File: config.mk
export PLATFORM = sky130hd
export DESIGN_NAME = timer_irq_unit
export DESIGN_NICKNAME = d
export VERILOG_FILES = /design/src/rtl/periph_pkg.sv /design/src/rtl/timer_irq_unit.sv
export SDC_FILE = /design/constraint.sdc
export NUM_CORES = 1
export LEC_CHECK = 0
export CAP_MARGIN = 20
export CELL_PAD_IN_SITES_DETAIL_PLACEMENT = 2
export CELL_PAD_IN_SITES_GLOBAL_PLACEMENT = 2
export CORE_MARGIN = 8
export CORE_UTILIZATION = 27
export DETAILED_ROUTE_END_ITERATION = 8
export PLACE_DENSITY = 0.83
export SLEW_MARGIN = 5
export SYNTH_ARGS = -nofsm -noshare
export SYNTH_HDL_FRONTEND = slang
export SYNTH_SLANG_ARGS = --single-unit
File: constraint.sdc
create_clock -name clk -period 2.3 [get_ports clk]
set_input_delay 0.23 -clock clk [delete_from_list [all_inputs] [get_ports clk]]
set_output_delay 0.23 -clock clk [all_outputs]
set_load 0.1 [all_outputs]
File: src/rtl/periph_pkg.sv
// Shared definitions for memory-mapped peripherals on the MIPS data bus:
// the window base, register offsets and TCON bit positions.
package periph_pkg;

  localparam logic [31:0] PERIPH_BASE = 32'h4000_0000;

  localparam logic [3:0] TH_OFF      = 4'h0;
  localparam logic [3:0] TL_OFF      = 4'h4;
  localparam logic [3:0] TCON_OFF    = 4'h8;
  localparam logic [3:0] SYSTICK_OFF = 4'hC;

  localparam int EN_BIT = 0;
  localparam int IE_BIT = 1;
  localparam int ST_BIT = 2;

  typedef enum logic [1:0] {
    REG_TH,
    REG_TL,
    REG_TCON,
    REG_SYSTICK
  } reg_sel_e;

  // Byte-lane bits of the offset are don't-care; only the word index selects.
  function automatic reg_sel_e decode_sel(input logic [3:0] off);
    case ({off[3:2], 2'b00})
      TH_OFF:   return REG_TH;
      TL_OFF:   return REG_TL;
      TCON_OFF: return REG_TCON;
      default:  return REG_SYSTICK;
    endcase
  endfunction

endpackage

File: src/rtl/timer_irq_unit.sv
// Interval timer with reload, sticky overflow status and a free-running
// SYSTICK, mapped as a 4-word window on the CPU data bus.
module timer_irq_unit
  import periph_pkg::*;
#(
  parameter logic [31:0] BASE  = PERIPH_BASE,
  parameter int          WIDTH = 32
) (
  input  logic        clk,
  input  logic        reset,
  input  logic        mem_rd,
  input  logic        mem_wr,
  input  logic [31:0] addr,
  input  logic [31:0] wdata,
  output logic [31:0] rdata,
  output logic        hit,
  input  logic        kernel,
  output logic        irq
);

  logic [WIDTH-1:0] th;
  logic [WIDTH-1:0] tl;
  logic [WIDTH-1:0] systick;
  logic [2:0]       tcon;

  reg_sel_e sel;
  logic     wr_en;
  logic     overflow;
  logic     set_st;
  logic     unused_addr;

  assign hit         = (addr[31:4] == BASE[31:4]);
  assign sel         = decode_sel(addr[3:0]);
  assign wr_en       = mem_wr & hit;
  assign unused_addr = ^addr[1:0];

  // EN and IE are the pre-write values, so an edge that also writes TCON
  // still counts and still latches its overflow.
  assign overflow = tcon[EN_BIT] & (&tl);
  assign set_st   = overflow & tcon[IE_BIT];

  assign irq = tcon[ST_BIT] & tcon[IE_BIT] & ~kernel;

  // NOTE: state registers use non-blocking assignments so every register
  // samples the pre-edge value of every other one, e.g. the reload below
  // picks up the old TH even when TH is written on the same edge.
  always_ff @(posedge clk) begin
    if (reset) begin
      th      <= '0;
      tl      <= '0;
      systick <= '0;
      tcon    <= '0;
    end else begin
      systick <= systick + WIDTH'(1);

      if (wr_en && sel == REG_TH) th <= wdata[WIDTH-1:0];

      if (wr_en && sel == REG_TL)  tl <= wdata[WIDTH-1:0];
      else if (tcon[EN_BIT])       tl <= overflow ? th : tl + WIDTH'(1);

      if (wr_en && sel == REG_TCON) begin
        tcon[EN_BIT] <= wdata[EN_BIT];
        tcon[IE_BIT] <= wdata[IE_BIT];
        tcon[ST_BIT] <= wdata[ST_BIT] | set_st;
      end else if (set_st) begin
        tcon[ST_BIT] <= 1'b1;
      end
    end
  end

  // NOTE: rdata gets a default before the case so no path leaves it
  // unassigned, which would otherwise infer a latch.
  always_comb begin
    rdata = '0;
    if (mem_rd && hit) begin
      unique case (sel)
        REG_TH:      rdata = 32'(th);
        REG_TL:      rdata = 32'(tl);
        REG_TCON:    rdata = {29'd0, tcon};
        REG_SYSTICK: rdata = 32'(systick);
      endcase
    end
  end

endmodule

==> results.ini <==
[synthesis]
synthesis.area_sq_um=5976
yosysWarnings=0
synth_top_family_by_area=simple AND/OR/NAND/NOR gates
ys_seq_elements=99
synthArstFlopShare=0
synth_xor_area_frac=0.05570
synth_fa_ha_area_frac=0.004188
synth.distinct_cells=52
synth_mux_area_frac=0.07349
netlist_instances=810
synth-seq-area-share=0.3317
synthSimpleGateAreaFrac=0.3076
synth_compound_area_frac=0.1815
synth-edff-count=0
syn-num-nets=881
synth_top_flop_cell=dfxtp_1
synth.avg_cell_area_sq_um=7.377

[cts]
clk_pin_slew_worst_paths_ps=70
cts.sinks=99
tritoncts=built
cts.path.max_buffers=2
htree_num_levels=3
holdBufCountCts=0
root_buffer=clkbuf_16
numCtsBuffers=9
clock_latency_ps=370

[drt]
drt-total-wl_um=33800
viasPerCell=5.963
wl_per_cell_um=27.37
dr.pass1.iters=5
drc=0
detail-route-antenna-nets=0
vias=7364
drt_iter0_drc=482

[sta]
rsz0062_at_grt=true
finalHoldViolCount=0
fin_ws_ps=-73.37
fmax_ghz=0.4213
setup_tns_ps=-326.7
finClkSkew_ps=8.662
slew_headroom=0.5505
layout_min_cycle_time_ps=2373
worstMarginPinSlew_ps=668.0
final_max_slew_viol_count=0
setup_viol=22
timing.final.crit_share=1.032

[final_layout]
fin_util=0.4103
nFillCells=2404
area.growth.synth_to_final_pct=49.37
drive_gt1_frac=0.2128
multi_input_area_sq_um=4100
finalNonFillerCells=1235
fin_area_sq_um=8926
seq_area_sq_um=1983
fin_nets=1020

[placement]
globalplace.congestion=0.8397
post-place-cells=1213
pre_cts_ws_ps=-170.8
placed_area_sq_um=8424
port_buffers=100
dpl.hpwl_um=21380

[hold_path]
min_to=th[22]$_SDFFE_PP0P_
min_from=wdata[22]
hold_depth=3
hold_class=input pin to register

[power_and_ir_drop]
leakagePower_nw=3.163
power.switching_mw=0.8927
pwr-share-seq=0.467
switching_share=0.2422
clkPwrFrac=0.453
p_int_mw=2.793
combPwrFrac=0.080
power_density_nw_per_um2=413.0
peakVddDrop_uv=322.7

[critical_path]
critPathMaxFanout=6
end_kind=register
crit_arrival_ps=2600
r2r_cells=6
rrSetupSlack_ps=-70
r2r_start=tl[31]$_SDFFE_PP0P_
start_kind=register
worstReg2RegEnd=tl[28]$_SDFFE_PP0P_
critical_path_class=register to register
critPathRequiredTime_ps=2530

[grt]
antenna_found_initial=1
overflow=0
track_usage=0.2134
grt_pass1_wl_um=44960
grt_max_degree=62
grt_pass1_vias=7715

[outcome]
status=finished with violations
violations=setup timing

[floorplan]
die-area_sq_um=27150
ios=103
core_sq_um=21760
die_w_um=164.8
die_h_um=164.8
initial_core_util=0.2747
fp-row-count=54

[flow_run]
cap_viol_max_count=0

## critical path: stages, from the launching register on
cell and delay [ps]:
dfxtp_1 500, and4_1 330, buf_4 160, nand3_1 270, or3_4 540, o21ai_0 280, o22ai_1 150
## state kept, by name, indices dropped and copies added, names as in the netlist
signal / cells
systick: 32
tcon: 3
th: 32
tl: 32
## layer usage
| layer | wire [um] | global-route usage |
|---|---|---|
| met3 | 1774 | 0.03614 |
| met4 | 1320 | 0.08190 |
| met2 | 17380 | 0.3802 |
| met1 | 13330 | 0.2509 |
| met5 | 0 | 0 |
## how the worst max path moves through the flow
| stage | cells after the start | slack, ps | end | startpoint |
|---|---|---|---|---|
| floorplan | 7 | -270 | rdata[21] | addr[13] |
| global placement | 8 | -10 | rdata[5] | addr[20] |
| detailed placement | 8 | -170 | tcon[2]$_SDFFE_PP0P_ | addr[20] |
| CTS | 9 | 1 | rdata[25] | addr[12] |
| global route | 7 | -120 | tl[10]$_SDFFE_PP0P_ | tl[31]$_SDFFE_PP0P_ |
| finish | 6 | -70 | tl[28]$_SDFFE_PP0P_ | tl[31]$_SDFFE_PP0P_ |
## synth_stat cells (2+ instances only)
library cell	number	share of area
xor2_1	22	0.032
nor4_1	26	0.027
a221oi_1	2	0.0029
o41ai_1	6	0.0088
buf_1	9	0.0057
a21oi_1	76	0.064
inv_1	6	0.0038
nand2_1	106	0.067
nor2b_1	2	0.0021
o21ai_0	34	0.028
or4_1	5	0.0063
nor2_1	111	0.070
nor3_1	19	0.016
o32ai_1	5	0.0073
mux4_2	3	0.011
and2_1	4	0.0042
o22ai_1	7	0.0073
nand4_1	17	0.018
o211ai_1	4	0.0050
nand3_1	37	0.031
dfxtp_1	99	0.33
a211oi_1	12	0.015
and4_1	9	0.013
or3_1	12	0.013
nand4_2	2	0.0042
and3_1	24	0.025
clkinv_1	2	0.0013
o41a_1	2	0.0038
xnor2_1	16	0.023
o31a_1	2	0.0029
mux2i_1	36	0.060
clkbuf_1	44	0.028
ha_1	2	0.0042
buf_2	9	0.0075
a31oi_1	21	0.022
## cells in the final DEF, fill, tap and decap left out, types with 11 or more instances in the layout
cell               n
xor2_1            22
dfxtp_1           98
nand2_1          105
a31oi_1           21
a21oi_1           76
nor2_4            30
buf_4             80
nand4_1           17
nand3_1           36
nor2_1            81
a211oi_1          12
buf_12            39
nor4_1            20
nor3_1            19
dlymetal6s2s_1    12
mux2i_1           36
clkbuf_16         11
xnor2_1           16
and3_1            21
o21ai_0           34
clkdlybuf4s50_1   52
## power groups by stage
stage / Combinational (mW) / Clock (mW) / Sequential, mW
6_report: 0.294 / 1.67 / 1.72
5_1_grt: 0.306 / 1.76 / 1.72
4_1_cts: 0.288 / 1.68 / 1.72
3_5_place_dp: 0.279 / 0 / 1.76
3_3_place_gp: 0.270 / 0 / 1.76
2_1_floorplan: 0.0874 / 0 / 1.76
## stage by stage
step / hold slack [ps] / total power, mW
finish: 433.8 / 3.686
global route: 458.3 / 3.789
CTS: 417.9 / 3.692
floorplan: 357.2 / 1.849
global placement: 456.9 / 2.031
detailed placement: 469.1 / 2.040
## cell type report
| class | instances | share of cell area |
|---|---|---|
| inverters | 8 | 0.003364 |
| clock buffers | 12 | 0.02986 |
| well taps | 280 | 0.03925 |
| repair buffers | 190 | 0.2404 |
| clock inverters | 4 | 0.005327 |
| diodes | 1 | 0.0002803 |
| flip-flops and latches | 99 | 0.2222 |
| multi-input cells | 641 | 0.4593 |
## repair_timing
item	in CTS	in global routing
pin swaps	2	10
resized for setup	9	18
setup endpoints to repair	37	44
gates cloned	0	2
buffers inserted	0	3
## logic make-up after synthesis
logic type | count (synthesis)
and+or+nand+nor | 381
AOI/OAI and AO/OA | 180
DFF | 99
buffers and inverters | 70
muxes | 40
xor gates and xnor gates | 38
adders and majority gates | 2
Note: power is estimated with default switching activity, not from simulation.
